[src/rtl/app_stream_receiver.sv]
// Receiving end of the application-injection flit stream: classifies each flit,
// tags it with its task index and forwards it through a one-deep output register.
// Optional macro APP_RECV_TAG_CHECK_EN flags any TAG word that is not all-ones.
module app_stream_receiver #(
  parameter int FLIT_SIZE  = 32,
  parameter int TASK_IDX_W = 8
) (
  input  logic                  clk_i,
  input  logic                  rst_i,
  input  logic                  rx_i,
  input  logic [FLIT_SIZE-1:0]  data_i,
  output logic                  credit_o,
  input  logic                  eoa_i,
  output logic                  out_valid_o,
  input  logic                  out_ready_i,
  output logic [3:0]            out_kind_o,
  output logic [FLIT_SIZE-1:0]  out_data_o,
  output logic [TASK_IDX_W-1:0] out_task_o,
  output logic                  app_done_o,
  output logic                  all_done_o,
  output logic                  busy_o,
  output logic                  err_o
);

  // State codes double as the field code reported on out_kind_o.
  localparam logic [3:0] S_DSIZE = 4'd0;
  localparam logic [3:0] S_TCNT  = 4'd1;
  localparam logic [3:0] S_MAP   = 4'd2;
  localparam logic [3:0] S_TAG   = 4'd3;
  localparam logic [3:0] S_DESCR = 4'd4;
  localparam logic [3:0] S_TEXT  = 4'd5;
  localparam logic [3:0] S_DATA  = 4'd6;
  localparam logic [3:0] S_BSS   = 4'd7;
  localparam logic [3:0] S_ENTRY = 4'd8;
  localparam logic [3:0] S_BIN   = 4'd9;

  localparam logic [FLIT_SIZE-1:0] ONE = FLIT_SIZE'(1);

  logic [3:0]           state_q, state_d;
  logic [FLIT_SIZE-1:0] dsize_q, tcnt_q, cnt_q, task_q, text_q, sum_q;
  logic [FLIT_SIZE-1:0] task_nx, cnt_nx, bin_words;
  logic                 last_task, last_descr, last_bin;
  logic                 accept, tag_err;
  logic                 out_valid_q, app_done_q, err_q;

  assign credit_o   = !rst_i && (!out_valid_q || out_ready_i);
  assign accept     = rx_i && credit_o;
  assign task_nx    = task_q + ONE;
  assign cnt_nx     = cnt_q + ONE;
  assign bin_words  = sum_q >> 2;
  assign last_task  = (task_nx == tcnt_q);
  assign last_descr = (cnt_nx == dsize_q);
  assign last_bin   = (cnt_nx == bin_words);

`ifdef APP_RECV_TAG_CHECK_EN
  assign tag_err = accept && (state_q == S_TAG) && (data_i != '1);
`else
  assign tag_err = 1'b0;
`endif

  // NOTE: state_d gets a default before the case so no path leaves it unassigned (no latch).
  always_comb begin
    state_d = state_q;
    if (accept) begin
      case (state_q)
        S_DSIZE: state_d = S_TCNT;
        S_TCNT: begin
          if (data_i != '0)        state_d = S_MAP;
          else if (dsize_q != '0)  state_d = S_DESCR;
          else                     state_d = S_DSIZE;
        end
        S_MAP: state_d = S_TAG;
        S_TAG: begin
          if (!last_task)          state_d = S_MAP;
          else if (dsize_q != '0)  state_d = S_DESCR;
          else if (tcnt_q != '0)   state_d = S_TEXT;
          else                     state_d = S_DSIZE;
        end
        S_DESCR: begin
          if (last_descr) state_d = (tcnt_q != '0) ? S_TEXT : S_DSIZE;
        end
        S_TEXT:  state_d = S_DATA;
        S_DATA:  state_d = S_BSS;
        S_BSS:   state_d = S_ENTRY;
        S_ENTRY: begin
          if (bin_words != '0) state_d = S_BIN;
          else                 state_d = last_task ? S_DSIZE : S_TEXT;
        end
        S_BIN: begin
          if (last_bin) state_d = last_task ? S_DSIZE : S_TEXT;
        end
        default: state_d = S_DSIZE;
      endcase
    end
  end

  // NOTE: sequential state uses non-blocking assignments so every register samples pre-edge values.
  always_ff @(posedge clk_i or posedge rst_i) begin
    if (rst_i) begin
      state_q     <= S_DSIZE;
      dsize_q     <= '0;
      tcnt_q      <= '0;
      cnt_q       <= '0;
      task_q      <= '0;
      text_q      <= '0;
      sum_q       <= '0;
      out_valid_q <= 1'b0;
      out_kind_o  <= '0;
      out_data_o  <= '0;
      out_task_o  <= '0;
      app_done_q  <= 1'b0;
      err_q       <= 1'b0;
    end else begin
      state_q    <= state_d;
      app_done_q <= accept && (state_q != S_DSIZE) && (state_d == S_DSIZE);
      if ((eoa_i && (state_q != S_DSIZE)) || tag_err) err_q <= 1'b1;

      if (accept) begin
        out_valid_q <= 1'b1;
        out_kind_o  <= state_q;
        out_data_o  <= data_i;
        out_task_o  <= (state_q == S_DSIZE || state_q == S_TCNT || state_q == S_DESCR)
                       ? '0 : task_q[TASK_IDX_W-1:0];
        case (state_q)
          S_DSIZE: dsize_q <= data_i;
          S_TCNT: begin
            tcnt_q <= data_i;
            task_q <= '0;
            cnt_q  <= '0;
          end
          S_TAG: begin
            task_q <= last_task ? '0 : task_nx;
            cnt_q  <= '0;
          end
          S_DESCR: cnt_q  <= cnt_nx;
          S_TEXT:  text_q <= data_i;
          S_DATA:  sum_q  <= text_q + data_i;
          S_ENTRY: begin
            cnt_q <= '0;
            if (bin_words == '0 && !last_task) task_q <= task_nx;
          end
          S_BIN: begin
            cnt_q <= cnt_nx;
            if (last_bin && !last_task) task_q <= task_nx;
          end
          default: ;
        endcase
      end else if (out_ready_i) begin
        out_valid_q <= 1'b0;
      end
    end
  end

  assign out_valid_o = out_valid_q;
  assign app_done_o  = app_done_q;
  assign err_o       = err_q;
  assign busy_o      = (state_q != S_DSIZE);
  assign all_done_o  = !rst_i && eoa_i && (state_q == S_DSIZE) && !out_valid_q;

endmodule

[config.mk]
export PLATFORM = sky130hd
export DESIGN_NAME = app_stream_receiver
export DESIGN_NICKNAME = d
export VERILOG_FILES = /design/src/rtl/app_stream_receiver.sv
export SDC_FILE = /design/constraint.sdc
export NUM_CORES = 1
export LEC_CHECK = 0
export BUFFER_PORTS_ARGS = -buffer_cell sky130_fd_sc_hd__buf_4
export CAP_MARGIN = 20
export CORE_ASPECT_RATIO = 1.25
export CORE_UTILIZATION = 50
export DETAILED_ROUTE_END_ITERATION = 10
export GPL_TIMING_DRIVEN = 0
export PLACE_DENSITY_LB_ADDON = 0.05
export SLEW_MARGIN = 20
export SYNTH_ARGS = -nofsm -noshare
export SYNTH_HDL_FRONTEND = slang
export SYNTH_SLANG_ARGS = --single-unit
[constraint.sdc]
create_clock -name clk_i -period 17.94 [get_ports clk_i]
set_clock_uncertainty 0.05 [all_clocks]
set_input_delay 2.691 -clock clk_i [delete_from_list [all_inputs] [get_ports clk_i]]
set_output_delay 2.691 -clock clk_i [all_outputs]
set_load 0.05 [all_outputs]
==> flow_summary.yaml, run 1 <==
detailed_routing:
  first_pass_iters: 5
  routedWlPerCell_um: 21.43
  drt-total-wl_um: 44600
  drc: 0
  vias_per_cell: 5.895
  ant_nets: 0
  dr_total_vias: 12267
  first_iter_violations: 600
finish:
  final_cell_mix: "241 x dfrtp_1, 220 x nand2_1, 137 x o21ai_0"
  fill_cells: 2632
  layout_commonest_cell: "dfrtp_1"
  diodes: 0
  syn2layout_area_growth_pct: 14.52
  fin_cells: 2081
  nNetsFinal: 1741
  drive_gt1_share_pct: 17.45
clock_network:
  cts_max_path_buffers: 3
  insertion_delay_ns: 0.53
  cts_tree: "done"
  cts-root-buf: "clkbuf_16"
  ctsHoldBuffers: 0
  cts.htree.levels: 1
  cts.sinks: 241
  cts_setup_buffers: 0
  cts_resized: 0
  path_clk_slew_ns: 0.06
  cts_buffers: 27
worst_setup_path:
  required_ns: 15.20
  start_kind: "input pin"
  rrSetupSlack_ns: 12.61
  critPathCaptureType: "primary output"
  worstPathArrival_ns: 3.36
  crit_type: "in -> out"
  cp_max_fo: 3
timing:
  period_minus_slack_ns: 6.100
  slew_headroom_pct: 25.84
  setup_viol: 0
  layout_setup_ws_ns: 11.84
  rsz0062_at_grt: "false"
  worst_pin_slew_ns: 1.084
  fin_crit_sh_pct: 34.00
  slew_viol_final: 0
  hold_slack_ns: 0.4191
  setup_tns_ns: 0
  max_clock_freq_ghz: 0.1639
  finalHoldViolations: 0
flow_run:
  drv_cap: 0
power_and_ir_drop:
  power_uw: 2138
  swShare_pct: 37.37
  clkPwrFrac_pct: 26.8
  seqPwrFrac_pct: 38.6
  cell_internal_pwr_uw: 1339
  vdd_drop_max_uv: 105.4
  leakage_uw: 0.007550
  power_density_mw_per_mm2: 128.2
  combPwrFrac_pct: 34.5
  p_sw_uw: 798.9
yosys:
  synth_ff_type: "dfrtp_1"
  syn_area_mm2: 0.01457
  synthCells: 1555
  synth_warnings: 0
  yosysUniqueCellTypes: 79
  synth_async_sr_flop_share_pct: 100.0
  yosysSeqAreaShare_pct: 41.40
  synth_fp_nets: 1624
  avgSynthCellArea_um2: 9.368
  synth_edf_count: 0
  synth_seq_cells: 241
outcome:
  status: "complete, no violations"
floorplanning:
  placementRows: 69
  dieArea_mm2: 0.02982
  fp.dieH_um: 192.8
  ios: 87
  core_area_mm2: 0.02858
  start_util_pct: 50.97
  fp.dieW_um: 154.7
global_routing:
  grt_pass1_vias: 12097
  grt_max_degree: 105
  grt_overflow: 0
  grt_usage_pct: 30.41
  grt_pass1_wl_um: 69240
  grt_antenna_before_repair: 0
placement:
  gp_congestion: 0.9286
  post-place-ws_ns: 11.78
  dp.cells: 2033
  dp_hpwl_um: 34460
  io_buffers: 86
worst_hold_path:
  hp-class: "reg -> reg"
layer usage:
metal	wire, um	track usage (%)	share of wire (%)
met1	18190	35.94	41
met2	23030	56.47	52
met3	1574	2.919	3.5
met4	1798	12.26	4.0
met5	0	0	0
cells by family (layout without fill, tap and decap cells):
kind of cell | count (synthesis) | count (layout) | share of synthesized area (%)
DFF | 241 | 241 | 41.40
buffers and inverters | 115 | 251 | 3.367
adders and majority gates | 33 | 33 | 2.817
AOI/OAI and AO/OA | 332 | 332 | 14.71
and+or+nand+nor | 584 | 584 | 20.50
muxes | 100 | 100 | 7.705
xor gates and xnor gates | 150 | 150 | 9.492
through the flow:
stage / util [%] / cell area [um2]
after floorplan: - / 14570
after global placement: 54.94 / 15700
after detailed placement: 55.16 / 15760
after CTS: 58.38 / 16680
after global routing: 58.38 / 16680
final: 58.38 / 16680
critical path, cell delays in order:
cell     delay (ns)
buf_4          0.14
nor4b_1        0.27
buf_4          0.26
final timing paths:
| check | from | endpoint | depth (start not counted) |
|---|---|---|---|
| max reg2reg | task_q[0] | task_q[14] | 13 |
| max | rst_i | all_done_o | 3 |
| min reg2reg | err_o | err_o | 1 |
| max in group asynchronous | rst_i | cnt_q[8] | 3 |
| min | err_o | err_o | 1 |
| min in group asynchronous | rst_i | out_data_o[22] | 2 |
synth_stat cells, types with 4 or more instances:
| library cell | count | area, um2 |
|---|---|---|
| a2111oi_0 | 5 | 43.79 |
| a211oi_1 | 13 | 97.59 |
| a21o_1 | 14 | 105.1 |
| a21oi_1 | 49 | 245.2 |
| a22o_1 | 10 | 87.58 |
| a31oi_1 | 9 | 56.30 |
| and2_1 | 17 | 106.4 |
| and3_1 | 19 | 118.9 |
| and4_1 | 10 | 87.58 |
| buf_1 | 7 | 26.28 |
| buf_2 | 30 | 150.1 |
| clkbuf_1 | 48 | 180.2 |
| dfrtp_1 | 241 | 6031 |
| ha_1 | 32 | 400.4 |
| inv_1 | 24 | 90.09 |
| mux2_2 | 97 | 1092 |
| nand2_1 | 220 | 825.8 |
| nand2b_1 | 10 | 62.56 |
| nand3_1 | 32 | 160.2 |
| nand4_1 | 35 | 219.0 |
| nand4_2 | 4 | 50.05 |
| nor2_1 | 84 | 315.3 |
| nor2b_1 | 12 | 75.07 |
| nor3_1 | 29 | 145.1 |
| nor3b_1 | 7 | 52.55 |
| nor4_1 | 56 | 350.3 |
| o2111ai_1 | 5 | 43.79 |
| o21a_1 | 4 | 30.03 |
| o21ai_0 | 137 | 685.7 |
| o22ai_1 | 4 | 25.02 |
| o31ai_1 | 33 | 247.7 |
| o41ai_2 | 5 | 81.33 |
| or3_1 | 14 | 87.58 |
| or4_1 | 7 | 52.55 |
| xnor2_1 | 90 | 788.3 |
| xnor3_1 | 5 | 112.6 |
| xor2_1 | 55 | 481.7 |
registers in the layout, summed over array words and instances (netlist names), 4 cells and up:
signal      count
task_q         32
text_q         32
state_q         4
out_data_o     32
dsize_q        32
tcnt_q         32
out_kind_o      4
sum_q          30
cnt_q          32
out_task_o      8
final cells by class:
| class | count | area (um2) | share of cell area [%] |
|---|---|---|---|
| clock buffers | 35 | 775.7 | 4.650 |
| inverters | 24 | 97.59 | 0.5850 |
| well taps | 390 | 488.0 | 2.925 |
| clock inverters | 13 | 142.6 | 0.8550 |
| multi-input cells | 1199 | 8046 | 48.23 |
| plain buffers | 91 | 400.4 | 2.400 |
| flip-flops and latches | 241 | 6031 | 36.15 |
| repair buffers | 88 | 700.7 | 4.200 |
power by group through the flow:
stage               clock (uW)  combinational [uW]  sequential (uW)
floorplan                    0                 472              852
global placement             0                 726              829
detailed placement           0                 736              833
CTS                        585                 738              825
global route               603                 802              846
finish                     574                 738              826
Note: power is estimated with default switching activity, not from simulation.
==> run 2: changes to the inputs <==
--- a/config.mk
+++ b/config.mk
@@ -5,6 +5,7 @@
 export SDC_FILE = /design/constraint.sdc
 export NUM_CORES = 1
 export LEC_CHECK = 0
+export ABC_AREA = 1
 export BUFFER_PORTS_ARGS = -buffer_cell sky130_fd_sc_hd__buf_4
 export CAP_MARGIN = 20
 export CORE_ASPECT_RATIO = 1.25
==> constraint.sdc (replaced) <==
create_clock -name clk_i -period 5.1 [get_ports clk_i]
set_clock_uncertainty 0.05 [all_clocks]
set_input_delay 0.765 -clock clk_i [delete_from_list [all_inputs] [get_ports clk_i]]
set_output_delay 0.765 -clock clk_i [all_outputs]
set_load 0.05 [all_outputs]
==> run 2 against run 1 <==
  * Critical path type is now reg -> reg
  * Area after synthesis grew 6.5%
  * Critical path depth grew 16
  * Cell count grew 38%
  * Global-route usage grew 3.7 points
  * Critical endpoint is now task_q[11]
  * Utilization grew 0.52 points
==> flow_summary.yaml, run 2 <==
global_routing:
  grt_usage_pct: 34.07
  grt_pass1_wl_um: 82740
  grt_pass1_vias: 15501
  grt_overflow: 0
  grt_antenna_before_repair: 0
  grt_max_degree: 36
detailed_routing:
  wl_met1_um: 20710
  dr_total_vias: 15783
  first_pass_iters: 6
  drt-total-wl_um: 53560
  highest_layer: "met4"
  met2_length_um: 27200
  dr_wl_met3_um: 2035
  routedWlPerCell_um: 18.63
  first_iter_violations: 1196
  ant_nets: 0
  drc: 0
  vias_per_cell: 5.490
timing:
  period_minus_slack_ns: 3.696
  fin_crit_sh_pct: 72.46
  finalHoldViolations: 0
  worst_pin_slew_ns: 0.9656
  hold_slack_ns: 0.3095
  slew_headroom_pct: 35.33
  rsz0062_at_grt: "false"
  slew_viol_final: 0
  max_clock_freq_ghz: 0.2706
  setup_viol: 0
yosys:
  synth_top_area_share_pct: 38.86
  synth_edf_count: 0
  synth_async_sr_flop_share_pct: 100.0
  yosysUniqueCellTypes: 43
  yosysSeqAreaShare_pct: 38.86
  synth.area.top_cells: "dfrtp_1 39%, nand2_1 18%, nand3_1 7.5%"
  synth_commonest_cells: "734 x nand2_1, 286 x inv_1, 251 x nor2_1, 241 x dfrtp_1, 231 x nand3_1"
  synth.most_common_cell: "nand2_1"
  syn_area_mm2: 0.01552
  synth_ff_type: "dfrtp_1"
  synthCells: 2331
  synth_warnings: 0
  yosysTopAreaCell: "dfrtp_1"
  synth_seq_cells: 241
  synth_fp_nets: 2400
  avgSynthCellArea_um2: 6.657
floorplanning:
  fp.dieH_um: 199.0
  core_area_mm2: 0.03029
  ios: 87
  fp.dieW_um: 159.6
  placementRows: 71
  start_util_pct: 51.22
  dieArea_mm2: 0.03175
worst_hold_path:
  hp-class: "in -> async"
worst_setup_path:
  critPathCaptureType: "flop"
  required_ns: 5.49
  crit_chain: "ha_1 > nand2_2 > nor2_4 > nand2_2 > nor2_1 > nand2_1 > nand3_1 > nand2_1 > nor2_1 > nand3_1 > nor2_1 > nand3_1 > nand2_2 > nand2_2 > nor2_4 > nand2_4 > buf_6 > nand2_1 > nand2_1"
  ff2ff_path_depth: 19
  cp_slowest_stage_delay_ns: 0.45
  worstReg2RegEnd: "task_q[11]"
  rrSetupSlack_ns: 1.40
  crit_type: "reg -> reg"
  slowest_stage: "dfrtp_1"
  crit_start: "cnt_q[0]"
  start_kind: "flop"
  cp_max_fo: 10
  reg2reg_from: "cnt_q[0]"
  worstPathArrival_ns: 4.08
finish:
  nNetsFinal: 2522
  final_cell_mix: "734 x nand2_1, 285 x inv_1, 251 x nor2_1"
  fin_cells: 2875
  syn2layout_area_growth_pct: 14.97
  drive_gt1_share_pct: 8.124
  diodes: 0
  layout_commonest_cell: "nand2_1"
clock_network:
  cts.htree.levels: 1
  cts_buffers: 27
  cts-root-buf: "clkbuf_16"
  cts_setup_buffers: 0
  cts_max_path_buffers: 3
  ctsHoldBuffers: 0
  insertion_delay_ns: 0.56
  cts_resized: 0
  cts.sinks: 241
  cts_tree: "done"
  path_clk_slew_ns: 0.06
power_and_ir_drop:
  leakage_uw: 0.008698
  vdd_drop_max_uv: 370.4
  power_density_mw_per_mm2: 545.2
flow_run:
  drv_cap: 0
placement:
  io_buffers: 86
  dp.cells: 2825
  gp_congestion: 0.9723
  dp_hpwl_um: 43900
outcome:
  status: "complete, no violations"
==> run 2: where the power goes <==
part | switching, uW | internal (uW)
Combinational | 2930 | 1390
Clock | 831 | 1400
Sequential | 585 | 2590
Total | 4340 | 5380
==> run 2: worst max-delay path by stage <==
stage,to,slack (ns),cells after the start
CTS,task_q[21],1.56,19
global route,task_q[13],1.26,19
global placement,all_done_o,-2.19,5
floorplan,all_done_o,-0.60,3
finish,task_q[11],1.40,19
detailed placement,sum_q[21],1.48,14
==> run 2: cells by family after synthesis <==
| family | count (synthesis) | share of synthesized area (%) |
|---|---|---|
| fa+ha+maj | 32 | 2.580 |
| simple gates | 1343 | 36.68 |
| xor+xnor | 15 | 0.9353 |
| compound gates | 354 | 12.32 |
| buf+inv | 346 | 8.620 |
| flops | 241 | 38.86 |
==> run 2: worst max-delay path: cells and delay by family (launching register included) <==
kind | cells | cell delay (ns)
and+or+nand+nor | 17 | 2.67
DFF | 1 | 0.45
buffers and inverters | 1 | 0.17
adders and majority gates | 1 | 0.24
==> run 2: layout make-up <==
| type | count | area [um2] |
|---|---|---|
| inverter | 291 | 1096 |
| buffer | 55 | 245.2 |
| multi-input combinational | 1744 | 8154 |
| fill | 3014 | 12450 |
| clock buffer | 34 | 752.0 |
| tap | 401 | 501.7 |
| sequential | 241 | 6031 |
| timing repair buffer | 93 | 793.3 |
| clock inverter | 16 | 267.8 |
==> run 2: per-stage QoR <==
stage	total power (uW)	setup WS, ns	setup TNS (ns)	utilization, %	area (um2)
after floorplan	6128	-0.6029	-0.6029	-	15520
after global placement	7337	-2.188	-84.56	55.02	16670
after detailed placement	7440	1.476	0	55.53	16820
after CTS	9695	1.555	0	58.89	17840
after global routing	10430	1.260	0	58.89	17840
final	9727	1.404	0	58.89	17840
==> run 2: routing by layer <==
metal  up-vias  global-route usage [%]
met5         -                       0
met1      7355                   37.65
li1       7796                       -
met2       472                   63.33
met4         0                   21.55
met3       160                   2.669
==> run 3: changes to the inputs <==
==> constraint.sdc (replaced) <==
create_clock -name clk_i -period 3.35 [get_ports clk_i]
set_clock_uncertainty 0.05 [all_clocks]
set_input_delay 0.5025 -clock clk_i [delete_from_list [all_inputs] [get_ports clk_i]]
set_output_delay 0.5025 -clock clk_i [all_outputs]
set_load 0.05 [all_outputs]
==> run 3 against run 2 <==
  * Sequential share of layout area fell by 0.52 points
  * Hold slack worse by 0.26 ns
  * Count of clock-buffer cells in the layout unchanged
  * Global-route usage unchanged
  * Register-to-register slack lost 1.3 ns
  * Utilization grew 0.97 points
==> flow_summary.yaml, run 3 (same netlist as run 2, synthesis figures left out) <==
worst_setup_path:
  ff2ff_path_depth: 16
  cp_max_fo: 10
  reg2reg_from: "task_q[11]"
  rrSetupSlack_ns: 0.13
  start_kind: "flop"
  worstReg2RegEnd: "task_q[21]"
  critPathCaptureType: "flop"
  required_ns: 3.74
  worstPathArrival_ns: 3.61
  crit_type: "reg -> reg"
global_routing:
  grt_pass1_vias: 15499
  grt_usage_pct: 34.07
  grt_pass1_wl_um: 82740
  grt_max_degree: 36
  grt_antenna_before_repair: 0
  grt_overflow: 0
timing:
  slew_headroom_pct: 31.75
  period_minus_slack_ns: 3.221
  finalHoldViolations: 0
  layout_setup_ws_ns: 0.1289
  slew_viol_final: 0
  worst_pin_slew_ns: 1.019
  max_clock_freq_ghz: 0.3104
  setup_viol: 0
  fin_crit_sh_pct: 96.15
finish:
  drive_gt1_share_pct: 10.03
  layout_commonest_cell: "nand2_1"
  syn2layout_area_growth_pct: 16.86
  fill_cells: 2979
  fin_area_mm2: 0.01813
  final_cell_mix: "729 x nand2_1, 283 x inv_1, 240 x nor2_1"
  diodes: 0
  nNetsFinal: 2541
clock_network:
  path_clk_slew_ns: 0.06
  cts.sinks: 241
  cts-root-buf: "clkbuf_16"
  cts_tree: "done"
  insertion_delay_ns: 0.56
  cts.htree.levels: 1
  cts_buffers: 27
  ctsHoldBuffers: 0
  cts_max_path_buffers: 3
placement:
  dpl_cell_area_mm2: 0.01682
  dp_hpwl_um: 43900
  io_buffers: 86
  post-place-ws_ns: -0.1805
  gp_congestion: 0.9723
detailed_routing:
  routedWlPerCell_um: 18.55
  ant_nets: 0
  vias_per_cell: 5.477
  drt-total-wl_um: 53680
  drc: 0
  first_iter_violations: 1169
  dr_total_vias: 15850
  first_pass_iters: 6
floorplanning:
  fp.dieW_um: 159.6
  dieArea_mm2: 0.03175
  fp.dieH_um: 199.0
  placementRows: 71
  start_util_pct: 51.22
  ios: 87
  core_area_mm2: 0.03029
power_and_ir_drop:
  power_density_mw_per_mm2: 821.9
  vdd_drop_max_uv: 563.2
  leakage_uw: 0.008833
outcome:
  status: "complete, no violations"
worst_hold_path:
  hp-class: "in -> async"
flow_run:
  drv_cap: 0
[run 3: cell count changes in the layout (fill, tap and decap cells not counted), sizes merged]
| cell | before | now |
|---|---|---|
| buf | 103 | 122 |
[run 3: repair_timing]
| item | CTS | global route |
|---|---|---|
| gates resized for setup | 9 | 43 |
| endpoints found under the setup margin | 32 | 37 |
| pin swaps | 2 | 13 |
| buffers inserted | 0 | 19 |
[run 3: cell type report]
type                       count  area [um2]  share of cell area, %
buffer                        55       257.7                  1.421
clock buffer                  34       752.0                  4.147
clock inverter                16       267.8                  1.477
inverter                     291        1096                  6.044
multi-input combinational   1744        8287                  45.70
sequential                   241        6036                  33.29
tap                          401       501.7                  2.767
timing repair buffer         112       935.9                  5.161
[run 3: worst max-delay path: stages (launching register included)]
cell     delay [ns]
dfrtp_1        0.44
nand2_1        0.11
nor2_1         0.33
nand2_1        0.18
nor2_4         0.28
nand2_1        0.13
nand3_1        0.17
nand2_1        0.07
nor2_1         0.16
nand3_1        0.10
nor2_1         0.26
nand3_4        0.16
nand2_2        0.10
nand2_2        0.15
buf_2          0.25
nand3_1        0.12
nand2_1        0.06
[run 3: report_power, final]
group / leakage [uW] / switching (uW) / internal [uW]
Clock: 0.000498 / 1260 / 2130
Combinational: 0.00531 / 4490 / 2190
Sequential: 0.00302 / 879 / 3950
[run 3: metrics by stage]
step	util [%]	instances	total power [uW]	TNS, ns	hold WS, ns
after global placement	55.02	2818	11170	-447.47	0.3962
after detailed placement	55.53	2825	11330	-4.869	0.3996
after global routing	59.86	2894	15990	-0.1085	0.07793
after CTS	58.98	2875	14760	0	0.04249
after floorplan	-	2331	9329	-91.91	0.4141
final	59.86	2894	14900	0	0.04557
[run 3: how the worst max path moves through the flow]
| stage | from | cells after the start | to | slack, ns |
|---|---|---|---|---|
| 6_report | task_q[11] | 16 | task_q[21] | 0.13 |
| 5_1_grt | cnt_q[3] | 20 | task_q[26] | -0.01 |
| 3_3_place_gp | rst_i | 5 | all_done_o | -3.41 |
| 4_1_cts | task_q[1] | 19 | task_q[21] | 0.006 |
| 2_1_floorplan | rst_i | 3 | all_done_o | -1.83 |
| 3_5_place_dp | task_q[1] | 19 | task_q[21] | -0.18 |
[run 3: routing by layer]
metal	vias up	GRT usage (%)	routed length, um
met5	-	0	0
met4	0	21.55	3762
met3	167	2.669	2120
met2	500	63.35	27260
met1	7334	37.64	20540
li1	7849	-	-
